===== src/rtl/clock_time_ctrl_if.sv =====
// Button-pulse inputs and time/display outputs of the clock time controller.
// The controller takes the slave modport; the button/display side takes master.
interface clock_time_ctrl_if;
  logic       btn_mode;
  logic       btn_inc;
  logic [4:0] hours;
  logic [5:0] minutes;
  logic [5:0] seconds;
  logic [1:0] mode;
  logic       blink;
  logic       sec_tick;

  modport slave (
    input  btn_mode, btn_inc,
    output hours, minutes, seconds, mode, blink, sec_tick
  );

  modport master (
    output btn_mode, btn_inc,
    input  hours, minutes, seconds, mode, blink, sec_tick
  );
endinterface


===== src/rtl/clock_time_ctrl.sv =====
// hh:mm:ss time keeping with a single-domain one-second prescaler,
// RUN/SET mode sequencing and a set-mode blink enable for the display.
module clock_time_ctrl #(
  parameter int CLK_HZ   = 12000000,
  parameter int BLINK_HZ = 2
) (
  input  logic             clk_in,
  input  logic             rst_n,
  clock_time_ctrl_if.slave bus
);

  generate
    if (CLK_HZ < 4 || BLINK_HZ < 1 || (CLK_HZ % (2 * BLINK_HZ)) != 0) begin : g_param_err
      $error("clock_time_ctrl: CLK_HZ must be >= 4 and divisible by 2*BLINK_HZ");
    end
  endgenerate

  localparam int HALF = CLK_HZ / (2 * BLINK_HZ);
  localparam int PW   = $clog2(CLK_HZ);
  localparam int BW   = (HALF > 1) ? $clog2(HALF) : 1;
  localparam logic [PW-1:0] PRE_LAST   = PW'(CLK_HZ - 1);
  localparam logic [BW-1:0] BLINK_LAST = BW'(HALF - 1);

  typedef enum logic [1:0] {
    MODE_RUN     = 2'b00,
    MODE_SET_HR  = 2'b01,
    MODE_SET_MIN = 2'b10,
    MODE_SET_SEC = 2'b11
  } mode_t;

  mode_t         mode_r;
  logic [PW-1:0] prescale_r;
  logic [BW-1:0] blink_cnt_r;
  logic [4:0]    hours_r;
  logic [5:0]    minutes_r;
  logic [5:0]    seconds_r;
  logic          blink_r;
  logic          sec_tick_r;
  logic          tick_s;
  logic          inc_s;

  function automatic logic [5:0] wrap_inc(input logic [5:0] value, input logic [5:0] last);
    return (value == last) ? 6'd0 : value + 6'd1;
  endfunction

  // A mode pulse wins over a simultaneous increment pulse.
  assign tick_s = (mode_r == MODE_RUN) && (prescale_r == PRE_LAST);
  assign inc_s  = bus.btn_inc && !bus.btn_mode;

  // Prescaler, time counters, mode sequencing and blink generation.
  always_ff @(posedge clk_in or negedge rst_n) begin
    if (!rst_n) begin
      mode_r      <= MODE_RUN;
      prescale_r  <= '0;
      blink_cnt_r <= '0;
      hours_r     <= 5'd0;
      minutes_r   <= 6'd0;
      seconds_r   <= 6'd0;
      blink_r     <= 1'b0;
      sec_tick_r  <= 1'b0;
    end else begin
      sec_tick_r <= tick_s;

      // Resuming from SET_SEC restarts a full second before the next tick.
      if (bus.btn_mode && mode_r == MODE_SET_SEC) begin
        prescale_r <= '0;
      end else if (prescale_r == PRE_LAST) begin
        prescale_r <= '0;
      end else begin
        prescale_r <= prescale_r + PW'(1);
      end

      if (tick_s) begin
        seconds_r <= wrap_inc(seconds_r, 6'd59);
        if (seconds_r == 6'd59) begin
          minutes_r <= wrap_inc(minutes_r, 6'd59);
          if (minutes_r == 6'd59) begin
            hours_r <= 5'(wrap_inc({1'b0, hours_r}, 6'd23));
          end else begin
            hours_r <= hours_r;
          end
        end else begin
          minutes_r <= minutes_r;
        end
      end else if (inc_s) begin
        case (mode_r)
          MODE_SET_HR:  hours_r   <= 5'(wrap_inc({1'b0, hours_r}, 6'd23));
          MODE_SET_MIN: minutes_r <= wrap_inc(minutes_r, 6'd59);
          MODE_SET_SEC: seconds_r <= 6'd0;
          default:      hours_r   <= hours_r;
        endcase
      end else begin
        seconds_r <= seconds_r;
      end

      if (bus.btn_mode) begin
        case (mode_r)
          MODE_RUN:     mode_r <= MODE_SET_HR;
          MODE_SET_HR:  mode_r <= MODE_SET_MIN;
          MODE_SET_MIN: mode_r <= MODE_SET_SEC;
          MODE_SET_SEC: mode_r <= MODE_RUN;
          default:      mode_r <= MODE_RUN;
        endcase
      end else begin
        mode_r <= mode_r;
      end

      // Every mode change restarts the blink phase from the dark half.
      if (bus.btn_mode || mode_r == MODE_RUN) begin
        blink_cnt_r <= '0;
        blink_r     <= 1'b0;
      end else if (blink_cnt_r == BLINK_LAST) begin
        blink_cnt_r <= '0;
        blink_r     <= ~blink_r;
      end else begin
        blink_cnt_r <= blink_cnt_r + BW'(1);
      end
    end
  end

  assign bus.hours    = hours_r;
  assign bus.minutes  = minutes_r;
  assign bus.seconds  = seconds_r;
  assign bus.mode     = mode_r;
  assign bus.blink    = blink_r;
  assign bus.sec_tick = sec_tick_r;

endmodule


===== src/flat_wrapper.sv =====
// flat-port wrapper written by rule: the top's interface ports become plain ports
module clock_time_ctrl_flat 
#(
  parameter int CLK_HZ   = 12000000,
  parameter int BLINK_HZ = 2
)
  (clk_in, rst_n, bus_btn_mode, bus_btn_inc, bus_hours, bus_minutes, bus_seconds, bus_mode, bus_blink, bus_sec_tick);
  clock_time_ctrl_if bus_i ();
  input  logic clk_in;
  input  logic rst_n;
  input wire logic [$bits(bus_i.btn_mode)-1:0] bus_btn_mode;
  input wire logic [$bits(bus_i.btn_inc)-1:0] bus_btn_inc;
  output wire logic [$bits(bus_i.hours)-1:0] bus_hours;
  output wire logic [$bits(bus_i.minutes)-1:0] bus_minutes;
  output wire logic [$bits(bus_i.seconds)-1:0] bus_seconds;
  output wire logic [$bits(bus_i.mode)-1:0] bus_mode;
  output wire logic [$bits(bus_i.blink)-1:0] bus_blink;
  output wire logic [$bits(bus_i.sec_tick)-1:0] bus_sec_tick;
  assign bus_i.btn_mode = bus_btn_mode;
  assign bus_i.btn_inc = bus_btn_inc;
  assign bus_hours = bus_i.hours;
  assign bus_minutes = bus_i.minutes;
  assign bus_seconds = bus_i.seconds;
  assign bus_mode = bus_i.mode;
  assign bus_blink = bus_i.blink;
  assign bus_sec_tick = bus_i.sec_tick;
  clock_time_ctrl #(.CLK_HZ(CLK_HZ), .BLINK_HZ(BLINK_HZ)) u_core (.clk_in(clk_in), .rst_n(rst_n), .bus(bus_i));
endmodule

===== config.mk =====
export PLATFORM = sky130hd
export DESIGN_NAME = clock_time_ctrl_flat
export DESIGN_NICKNAME = d
export VERILOG_FILES = /design/src/rtl/clock_time_ctrl_if.sv /design/src/rtl/clock_time_ctrl.sv /design/src/flat_wrapper.sv
export SDC_FILE = /design/constraint.sdc
export NUM_CORES = 1
export LEC_CHECK = 0
export CORE_AREA = 2 2 112 114
export CTS_BUF_LIST = sky130_fd_sc_hd__clkbuf_4
export DETAILED_ROUTE_END_ITERATION = 12
export DIE_AREA = 0 0 114 116
export DONT_BUFFER_PORTS = 1
export PLACE_DENSITY = 0.43
export SLEW_MARGIN = 20
export SYNTH_ARGS = -nofsm -noshare
export SYNTH_HDL_FRONTEND = slang
export SYNTH_SLANG_ARGS = --single-unit
export TNS_END_PERCENT = 5

===== constraint.sdc =====
create_clock -name clk_in -period 3.36 [get_ports clk_in]
set_input_delay 0.336 -clock clk_in [delete_from_list [all_inputs] [get_ports clk_in]]
set_output_delay 0.336 -clock clk_in [all_outputs]
set_load 0.02 [all_outputs]

# ---- After elaboration in Yosys (flattened, before gate mapping)
# Index checks and enable logic that the tools add are counted.
dict set report word_totals {
  regBits 67
  in_bits 4
  output_inout_bits 21
}
dict set report op_classes {
  addsub 5
  n_eq_ne 10
  mux 22
  n_bitwise 1
  reduce_logical 14
}
# cell n
set op_table {}
lappend op_table {{6-bit 2-to-1 mux} 9}
lappend op_table {{24-bit 2-to-1 mux} 2}
lappend op_table {{22-bit 2-to-1 mux} 2}
lappend op_table {{5-bit 2-to-1 mux} 6}
lappend op_table {{24-bit by 1-bit adder with 24-bit output, second input constant} 1}
lappend op_table {{24-bit == test, second input constant} 1}
lappend op_table {{22-bit by 1-bit adder with 22-bit output, second input constant} 1}
lappend op_table {{22-bit == test, second input constant} 1}
lappend op_table {{6-bit by 1-bit adder with 6-bit output, second input constant} 2}
lappend op_table {{6-bit == test, second input constant} 2}
lappend op_table {{2-bit nonzero test} 5}
lappend op_table {{2-bit one-hot mux with 4 select lines} 1}
lappend op_table {{5-bit by 1-bit adder with 5-bit output, second input constant} 1}
lappend op_table {{5-bit == test, second input constant} 1}
lappend op_table {{2-bit == test, second input constant} 2}
lappend op_table {{2-bit != test, second input constant} 2}
lappend op_table {{4-bit AND reduction} 1}
lappend op_table {{1-bit logical AND} 3}
lappend op_table {{3-bit AND reduction} 1}
lappend op_table {{2-bit by 1-bit == test with 1-bit output, second input constant} 1}
lappend op_table {{2-bit logical NOT} 1}
lappend op_table {{1-bit 2-to-1 mux} 2}
lappend op_table {{2-bit AND reduction} 1}
lappend op_table {{1-bit logical NOT} 1}
lappend op_table {{2 further kinds} 2}

# ---- Depth between registers and ports, before layout
# Gate-level depths: netlist (run 1).
dict set report logic_depth {
  ltp_word 5
  ltp_mapped 7
  ltp_nobuf 6
}

# ---- Worst setup path after synthesis (run 1)
# Ideal clock, no wire load.
dict set report synth_timing {
  path_kind {flip-flop to flip-flop}
  start {reg u_core.prescale_r[13]}
  end {reg u_core.minutes_r[1], in the netlist u_core.bus.minutes[1]}
  arrival_ps 2038
  required_time_ps 3235
  path_slack_ps 1197
  path_stages_with_launch 7
  n_path_buf 1
  cell_sequence {dfrtp_1 > or4b_4 > nor4_4 > a21oi_2 > or2_1 > buf_6 > mux2_4}
}
dict set report synth_between {
  elab_chain_len 4
  elab_cells_between_ends 7
  cone_classes {2 x eq/ne; 1 x mux; 4 x reduce/logical}
}
# element line_no
set synth_rtl {}
lappend synth_rtl {{start, declared} clock_time_ctrl.sv:32} ;# logic [PW-1:0] prescale_r;
lappend synth_rtl {{start signal, assigned} clock_time_ctrl.sv:70} ;# prescale_r <= prescale_r + PW'(1);
lappend synth_rtl {{24-bit == test (*)} clock_time_ctrl.sv:47} ;# assign tick_s = (mode_r == MODE_RUN) && (prescale_r == PRE_LAST);
lappend synth_rtl {{1-bit logical AND (*)} clock_time_ctrl.sv:47}
lappend synth_rtl {{2-bit != test (no line) or 2-bit nonzero test (tied branches)} --}
lappend synth_rtl {{3-bit AND reduction (no line)} --}
lappend synth_rtl {{end signal, assigned} clock_time_ctrl.sv:76} ;# minutes_r <= wrap_inc(minutes_r, 6'd59);
lappend synth_rtl {{end signal, assigned} clock_time_ctrl.sv:83} ;# minutes_r <= minutes_r;
lappend synth_rtl {{end signal, assigned} clock_time_ctrl.sv:88} ;# MODE_SET_MIN: minutes_r <= wrap_inc(minutes_r, 6'd59);
lappend synth_rtl {{end, declared} clock_time_ctrl.sv:35} ;# logic [5:0] minutes_r;
# Mark *: on every way between the ends. The rest lies on a longest branch, timed or not.
# A chain may end at the register's enable or synchronous reset.

# ---- Worst setup path in the final report (run 1)
dict set report layout_timing {
  start {reg u_core.prescale_r[0]}
  end {reg u_core.minutes_r[1], in the netlist u_core.bus.minutes[1]}
}
# Same word-level chain as after synthesis.

==> results of run 1 <==
placed cells by master, fill, tap and decap left out, types with 8 or more instances in the layout:
cell type   n
nor3_1      8
xnor2_1    21
nand3_1    20
o21ai_0    16
dfrtp_1    67
clkbuf_4    9
nand4_1    13
xor2_1     22
and3_1     11
inv_1       8
nor2_1     60
ha_1        9
nand2_1    29
cells in the mapped netlist (2+ instances only):
library cell | instances | area (um2)
nor3_1 | 8 | 40.0
buf_6 | 2 | 22.5
nand4b_1 | 3 | 26.3
nand2_1 | 29 | 109
mux2_2 | 6 | 67.6
nor4b_1 | 2 | 17.5
nand3_1 | 20 | 100
xnor2_1 | 21 | 184
and4_1 | 2 | 17.5
and3_1 | 11 | 68.8
dfrtp_1 | 67 | 1680
and3_2 | 2 | 15.0
inv_1 | 8 | 30.0
ha_1 | 9 | 113
clkbuf_1 | 5 | 18.8
xor2_1 | 22 | 193
nor2_1 | 60 | 225
nor4_1 | 7 | 43.8
o21ai_0 | 16 | 80.1
and2_1 | 3 | 18.8
mux2i_1 | 2 | 20.0
nand4_1 | 13 | 81.3
nor2b_1 | 3 | 18.8
buf_4 | 2 | 15.0
a21oi_1 | 6 | 30.0
power by group through the flow:
stage	registers, mW	clock network (mW)	logic, mW
2_1_floorplan	1.17	0	0.303
3_3_place_gp	1.22	0	0.358
3_5_place_dp	1.23	0	0.361
4_1_cts	1.21	0.646	0.386
5_1_grt	1.24	0.686	0.443
6_report	1.20	0.614	0.376
logic make-up (layout without fill, tap and decap cells):
group | after synthesis | after routing
AOI/OAI and AO/OA | 32 | 32
muxes | 9 | 9
xor gates and xnor gates | 43 | 43
buffers and inverters | 17 | 28
DFF | 67 | 67
and+or+nand+nor | 181 | 181
adders and majority gates | 9 | 9
sequential cells by signal, indices dropped and copies added, names as in the netlist:
| signal | cells |
|---|---|
| u_core.blink_cnt_r | 22 |
| u_core.bus.sec_tick | 1 |
| u_core.bus.hours | 5 |
| u_core.bus.seconds | 6 |
| u_core.bus.minutes | 6 |
| u_core.bus.blink | 1 |
| u_core.prescale_r | 24 |
| u_core.bus.mode | 2 |
cell type report:
cell class                 count  area share [%]
clock inverter                 7            2.40
inverter                       8           0.779
sequential                    67            43.5
timing repair buffer           4            1.43
clock buffer                   9            1.75
multi-input combinational    274            45.3
tap                          147            4.77
per-layer routing:
metal	global-route usage (%)	vias up	share of wire [%]
met5	0	-	0
met4	6.59	0	2.5
met3	3.19	11	3.8
met2	18.1	32	44
met1	16.6	1221	50
li1	-	1255	-
through the flow:
stage	utilization, %	power (mW)	setup WS (ps)	cells	hold slack [ps]
after floorplan	-	1.47	1200	358	40.4
after global placement	30.6	1.58	1030	497	46.4
after detailed placement	30.6	1.59	947	497	46.2
after CTS	32.3	2.24	931	516	1.29
after global routing	32.3	2.36	712	516	52.8
final	32.3	2.19	940	516	39.5
critical path: cells and delay by family (launching register included):
kind	cells	cell delay, ps
adder cells (fa/ha/maj)	1	220
flip-flops	1	400
multiplexers	1	310
AND/OR/NAND/NOR	4	1380
final timing paths:
check                                               to  slack, ps  cells after the start
worst min register to register   u_core.blink_cnt_r[0]        460                      1
worst min-delay path                u_core.bus.mode[0]         40                      2
max in group asynchronous       u_core.blink_cnt_r[12]       2660                      2
min in group asynchronous       u_core.blink_cnt_r[19]        420                      2
worst max register to register   u_core.bus.minutes[1]        940                      6
worst max-delay path             u_core.bus.minutes[1]        940                      6
repair_timing:
item,in CTS,in global routing
hold endpoints to repair,70,0
hold buffers,3,0
setup endpoints to repair,0,0
==> impl_metrics.yaml, run 1 <==
status:
  status: "complete, no violations"
synth:
  synthAdderAreaFrac_pct: 3.21
  synth-seq-area-share_pct: 47.8
  netlist_area_um2: 3510
  synth_cells: 358
  yosys.area_share.simple_pct: 27.4
  synth_flop_cell: "dfrtp_1"
  syn_nets: 371
  ys_seq_elements: 67
  synth_mux_area_share_pct: 2.92
  synth_xor_area_share_pct: 10.7
  yosys.cell_types.count: 54
  synth_top_family_by_area: "simple AND/OR/NAND/NOR gates"
  synth_edf_count: 0
  synth_compound_area_share_pct: 5.49
  syn_area_per_cell_um2: 9.80
  ys_warn_count: 0
  synthArstFlopShare_pct: 100
cts:
  insertion_delay_ps: 440
  cts_setup_buffers: 0
  cts_sinks: 67
  clockBufferDepth: 2
  cts_resized: 0
  cts_tree: "yes"
  root_buffer: "clkbuf_4"
  cts_htree_levels: 3
  cts_made_buffers: 9
  clk_pin_slew_ps: 120
routing:
  dr.pass1.iters: 4
  via_per_inst: 4.88
  drt-wirelength-per-cell_um: 14.4
  drc: 0
  drt_first_iter_violations: 86
  num_vias: 2519
  drtAntennaViolNets: 0
  totalWireLength_um: 7420
pwr:
  clkPwrFrac_pct: 28.0
  sw_frac_of_total_pct: 36.4
  p_comb_share_pct: 17.1
  internal-power_mw: 1.40
  p_switching_mw: 0.798
  ir_drop_uv: 141
  power.leakage_nw: 1.63
  power_density_nw_per_um2: 569
  p_seq_share_pct: 54.9
global_routing:
  grt_pass1_wl_um: 12500
  antenna_found_initial: 0
  track_usage_pct: 12.3
  grt_max_degree: 68
  gr-total-overflow: 0
  grt_pass1_vias: 2496
worst_setup_path:
  startpoint: "u_core.prescale_r[0]"
  r2r_start: "u_core.prescale_r[0]"
  worstSetupEndpointType: "flop"
  crit_chain: "ha_1, and4_2, nand3_1, nor3_1, or2_1, mux2_4"
  crit_path_top_delay_cell: "nor3_1"
  critical_path_class: "flop to flop"
  crit_required_ps: 3710
  critPathLaunchType: "flop"
  cp.arrival_ps: 2770
  max_stage_delay_ps: 520
  crit_path_max_fanout: 6
final_layout:
  antennaDiodeCount: 0
  syn2layout_area_growth_pct: 9.77
  regArea_um2: 1680
  fin_nets: 377
  n_fill_cell: 1255
  drive_gt1_share_pct: 10.6
  multi_input_area_um2: 1750
  fin_area_um2: 3850
timing:
  worst_slew_pin_slew_ps: 827
  setup_viol_count_final: 0
  final_hold_viol_count: 0
  fin_crit_sh_pct: 72.0
  fin_tns_setup_ps: 0
  period_needed_ps: 2420
  clock.fmax_mhz: 413
  slew_viol_final: 0
  fin_skew_ps: 14.5
  rsz0062_at_grt: "no"
  max_slew_margin_pct: 44.4
die:
  coreArea_um2: 11900
  rows: 40
  die_h_um: 116
  start_util_pct: 29.5
  ioPinCount: 25
  die_area_um2: 13200
  chipWidth_um: 114
place:
  port_buffers: 0
  dp_hpwl_um: 5040
  place.gp.congestion: 0.736
  placed_cell_area_um2: 3640
hold_path:
  hold_class: "input port to flop"
  holdCritStartpoint: "bus_btn_mode"
flow_run:
  maxCapViolations: 0
No activity file was read; power rests on OpenSTA's default activity.
==> run 2: changes to the inputs <==
==> constraint.sdc (replaced) <==
create_clock -name clk_in -period 2.3 [get_ports clk_in]
set_input_delay 0.23 -clock clk_in [delete_from_list [all_inputs] [get_ports clk_in]]
set_output_delay 0.23 -clock clk_in [all_outputs]
set_load 0.02 [all_outputs]
==> impl_metrics.yaml, run 2 (synthesis gave the netlist of run 1 again) <==
global_routing:
  grt_pass1_vias: 2693
  antenna_found_initial: 1
  grt_pass1_wl_um: 13200
  track_usage_pct: 12.6
  gr-total-overflow: 0
  grt_max_degree: 68
cts:
  cts_made_buffers: 9
  cts_tree: "yes"
  clockBufferDepth: 2
  clk_pin_slew_ps: 110
  cts_sinks: 67
  root_buffer: "clkbuf_4"
  cts_htree_levels: 3
  insertion_delay_ps: 400
pwr:
  power_density_nw_per_um2: 822
  ir_drop_uv: 175
  power.leakage_nw: 1.73
die:
  start_util_pct: 29.5
  die_area_um2: 13200
  chipWidth_um: 114
  coreArea_um2: 11900
  rows: 40
  ioPinCount: 25
  die_h_um: 116
flow_run:
  maxCapViolations: 0
worst_setup_path:
  critPathLaunchType: "flop"
  worstReg2RegEnd: "u_core.bus.minutes[1]"
  cp.depth: 5
  worstSetupEndpoint: "u_core.bus.minutes[1]"
  crit_chain: "or4b_4, nor4_4, a21oi_2, or2_1, mux2_4"
  max_stage_delay_ps: 550
  r2r_start: "u_core.prescale_r[13]"
  crit_buf_inv: 0
  cp.arrival_ps: 2490
  r2r_setup_slack_ps: 90
  startpoint: "u_core.prescale_r[13]"
  path_delay_family: "simple AND/OR/NAND/NOR gates"
  crit_required_ps: 2580
  crit_path_top_delay_cell: "or4b_4"
  reg2regPathDepth: 5
  worstSetupEndpointType: "flop"
  critical_path_class: "flop to flop"
  crit_path_max_fanout: 6
final_layout:
  reg.largest.list: "u_core.prescale_r: 24 flops, u_core.blink_cnt_r: 22 flops"
  mostFrequentLayoutCells: "67 x dfrtp_1, 60 x nor2_1, 29 x nand2_1"
  n_fill_cell: 1214
  regArea_um2: 1680
  largest_reg_flops: 24
  drive_gt1_share_pct: 14.7
  fin_util_pct: 33.7
  fin_nets: 396
  final_common_cell: "dfrtp_1"
  multi_input_area_um2: 1750
  regMostFlops: "u_core.prescale_r"
  syn2layout_area_growth_pct: 14.3
hold_path:
  hold_class: "input port to flop"
routing:
  drc: 0
  totalWireLength_um: 7600
  drt_first_iter_violations: 183
  via_per_inst: 5.00
  drt-wirelength-per-cell_um: 14.2
  num_vias: 2679
  drtAntennaViolNets: 0
  dr.pass1.iters: 6
timing:
  final_hold_viol_count: 0
  worst_slew_pin_slew_ps: 414
  setup_viol_count_final: 0
  rsz0062_at_grt: "yes"
  fin_crit_sh_pct: 96.1
  fin_skew_ps: 12.9
  fin_ws_ps: 89.8
  max_slew_margin_pct: 72.2
  period_needed_ps: 2210
  clock.fmax_mhz: 452
  slew_viol_final: 0
place:
  place.gp.congestion: 0.795
  place_ws_ps: 122
  port_buffers: 0
  dp_hpwl_um: 5280
status:
  status: "complete, no violations"
==> run 2: changes by cell type in the layout (fill, tap and decap cells not counted) <==
cell / delta
nor3_1: -1
clkbuf_4: +3
diode_2: +2
buf_12: +1
buf_4: +18
clkinv_2: -2
clkinv_1: +1
clkinvlp_4: -3
nor3_2: +1
==> run 2: cell type report <==
cell class	instances	share of cell area, %
Clock buffer	12	2.25
Sequential cell	67	41.8
Tap cell	147	4.59
Inverter	8	0.749
Timing Repair Buffer	23	5.24
Multi-Input combinational cell	274	43.7
Antenna cell	2	0.125
Clock inverter	3	1.59
==> run 2: stage by stage <==
stage | TNS [ps] | hold slack [ps] | cell area (um2) | instances | power [mW]
floorplan | 0 | -65.6 | 3510 | 358 | 2.15
global placement | 0 | -60.2 | 3800 | 516 | 2.40
detailed placement | 0 | -60.2 | 3800 | 516 | 2.42
CTS | 0 | 16.2 | 4000 | 534 | 3.36
global route | -99.6 | 16.3 | 4010 | 536 | 3.55
finish | 0 | 51.4 | 4010 | 536 | 3.30
==> run 2: worst min path at each step <==
stage	start	endpoint	slack, ps	cells past startpoint
after floorplan	rst_n	u_core.blink_cnt_r[0]	-70	0
after global placement	rst_n	u_core.blink_cnt_r[20]	-60	0
after detailed placement	rst_n	u_core.blink_cnt_r[18]	-60	0
after CTS	bus_btn_mode	u_core.blink_cnt_r[1]	20	2
after global routing	bus_btn_mode	u_core.blink_cnt_r[1]	20	2
final	bus_btn_mode	u_core.blink_cnt_r[1]	50	2
==> run 2: what timing repair did <==
item,CTS,global route
resized for setup,0,1
endpoints found under the hold margin,70,0
buffers inserted,0,0
setup endpoints to repair,0,3
hold buffers,3,0
==> run 2: power breakdown <==
group | internal [mW] | total (mW) | switching (mW)
sequential | 1.36 | 1.67 | 0.316
combinational | 0.331 | 0.742 | 0.410
clock | 0.470 | 0.885 | 0.414
total | 2.16 | 3.30 | 1.14
==> run 2: per-layer routing <==
layer  GRT usage, %  share of wire [%]  routed length [um]  vias up
met5              0                  0                   0        -
met4           5.12                1.1                  87        0
met3           3.29                3.1                 232        6
met2           19.2                 44                3380       31
met1           17.1                 51                3900     1338
li1               -                  -                   -     1304
==> run 3: changes to the inputs <==
--- a/config.mk
+++ b/config.mk
@@ -10,6 +10,7 @@
 export DETAILED_ROUTE_END_ITERATION = 12
 export DIE_AREA = 0 0 114 116
 export DONT_BUFFER_PORTS = 1
+export MAX_ROUTING_LAYER = met4
 export PLACE_DENSITY = 0.43
 export SLEW_MARGIN = 20
 export SYNTH_ARGS = -nofsm -noshare
==> impl_metrics.yaml, run 3 (synthesis gave the netlist of run 1 again) <==
timing:
  period_needed_ps: 2200
  worst_slew_pin_slew_ps: 408
  final_hold_viol_count: 0
  fin_crit_sh_pct: 95.5
  slew_viol_final: 0
  setup_viol_count_final: 0
  fin_skew_ps: 13.1
  rsz0062_at_grt: "yes"
  max_slew_margin_pct: 72.7
  clock.fmax_mhz: 455
  fin_tns_setup_ps: 0
  hold_ws_ps: 48.9
  fin_ws_ps: 103
pwr:
  power.leakage_nw: 1.73
  power_density_nw_per_um2: 824
  power.total_mw: 3.30
  ir_drop_uv: 175
place:
  placed_cell_area_um2: 3800
  place.gp.congestion: 0.806
  place_ws_ps: 122
  dp_hpwl_um: 5280
  port_buffers: 0
  dp.cells: 516
worst_setup_path:
  r2r_start: "u_core.prescale_r[13]"
  reg2regPathDepth: 5
  crit_required_ps: 2590
  critical_path_class: "flop to flop"
  cp.arrival_ps: 2480
  critPathLaunchType: "flop"
  worstReg2RegEnd: "u_core.bus.minutes[1]"
  crit_path_max_fanout: 6
  r2r_setup_slack_ps: 100
  worstSetupEndpointType: "flop"
final_layout:
  final_cell_count_no_fill: 535
  fin_nets: 396
  n_fill_cell: 1214
  reg.largest.list: "u_core.prescale_r: 24 flops, u_core.blink_cnt_r: 22 flops"
  regMostFlops: "u_core.prescale_r"
  drive_gt1_share_pct: 14.7
  syn2layout_area_growth_pct: 14.2
  final_common_cell: "dfrtp_1"
  fin_area_um2: 4010
  largest_reg_flops: 24
  mostFrequentLayoutCells: "67 x dfrtp_1, 60 x nor2_1, 29 x nand2_1"
  fin_util_pct: 33.7
die:
  die_h_um: 116
  chipWidth_um: 114
  rows: 40
  coreArea_um2: 11900
  die_area_um2: 13200
  start_util_pct: 29.5
  ioPinCount: 25
global_routing:
  gr-total-overflow: 0
  grt_pass1_wl_um: 13200
  track_usage_pct: 13.0
  antenna_found_initial: 1
  grt_pass1_vias: 2691
  grt_max_degree: 68
routing:
  drc: 0
  drt-wirelength-per-cell_um: 14.2
  num_vias: 2667
  dr.pass1.iters: 4
  drt_first_iter_violations: 205
  totalWireLength_um: 7590
  drtAntennaViolNets: 0
  via_per_inst: 4.99
cts:
  clk_pin_slew_ps: 110
  cts_tree: "yes"
  clockBufferDepth: 2
  cts_setup_buffers: 0
  insertion_delay_ps: 400
  cts_sinks: 67
  cts_htree_levels: 3
  cts_made_buffers: 9
  root_buffer: "clkbuf_4"
hold_path:
  holdPathStages: 2
  hold_class: "input port to flop"
  min_to: "u_core.blink_cnt_r[1]"
  holdCritStartpoint: "bus_btn_mode"
flow_run:
  maxCapViolations: 0
status:
  status: "complete, no violations"
-- run 3: changes by cell type in the layout (fill, tap and decap cells not counted) --
cell,change
diode_2,-1
-- run 3: metal layers --
layer  GRT usage, %  wire length, um  up-vias
met5              -                0        -
met4           5.12              104        0
met3           3.29              251       10
met2           19.1             3360       27
met1           17.2             3880     1329
li1               -                -     1301
-- run 3: power by group --
group          switching [mW]  internal [mW]  leakage, nW
registers               0.315           1.36        0.904
logic                   0.411          0.331        0.743
clock network           0.417          0.470       0.0851
-- run 3: layout make-up --
class | count | area [um2] | area share, %
repair buffers | 23 | 210 | 5.24
clock buffers | 12 | 90.1 | 2.25
multi-input cells | 274 | 1750 | 43.7
well taps | 147 | 184 | 4.59
inverters | 8 | 30.0 | 0.749
flip-flops and latches | 67 | 1680 | 41.8
clock inverters | 3 | 63.8 | 1.59
diodes | 1 | 2.50 | 0.0624
-- run 3: what timing repair did --
item                       CTS  global route
setup endpoints to repair    0             3
hold endpoints to repair    70             0
gates resized for setup      0             1
hold buffers                 3             0
-- run 3: worst max-delay path by stage --
stage,from,endpoint
floorplan,u_core.prescale_r[13],u_core.bus.minutes[1]
global placement,u_core.prescale_r[13],u_core.bus.minutes[1]
CTS,u_core.prescale_r[10],u_core.bus.minutes[1]
detailed placement,u_core.prescale_r[10],u_core.bus.minutes[1]
finish,u_core.prescale_r[13],u_core.bus.minutes[1]
global route,u_core.prescale_r[10],u_core.bus.hours[3]
-- run 3: worst max-delay path, stage by stage (launching register included) --
cell and delay, ps:
dfrtp_1 400, or4b_4 550, nor4_4 350, a21oi_2 130
or2_1 330, mux2_4 320
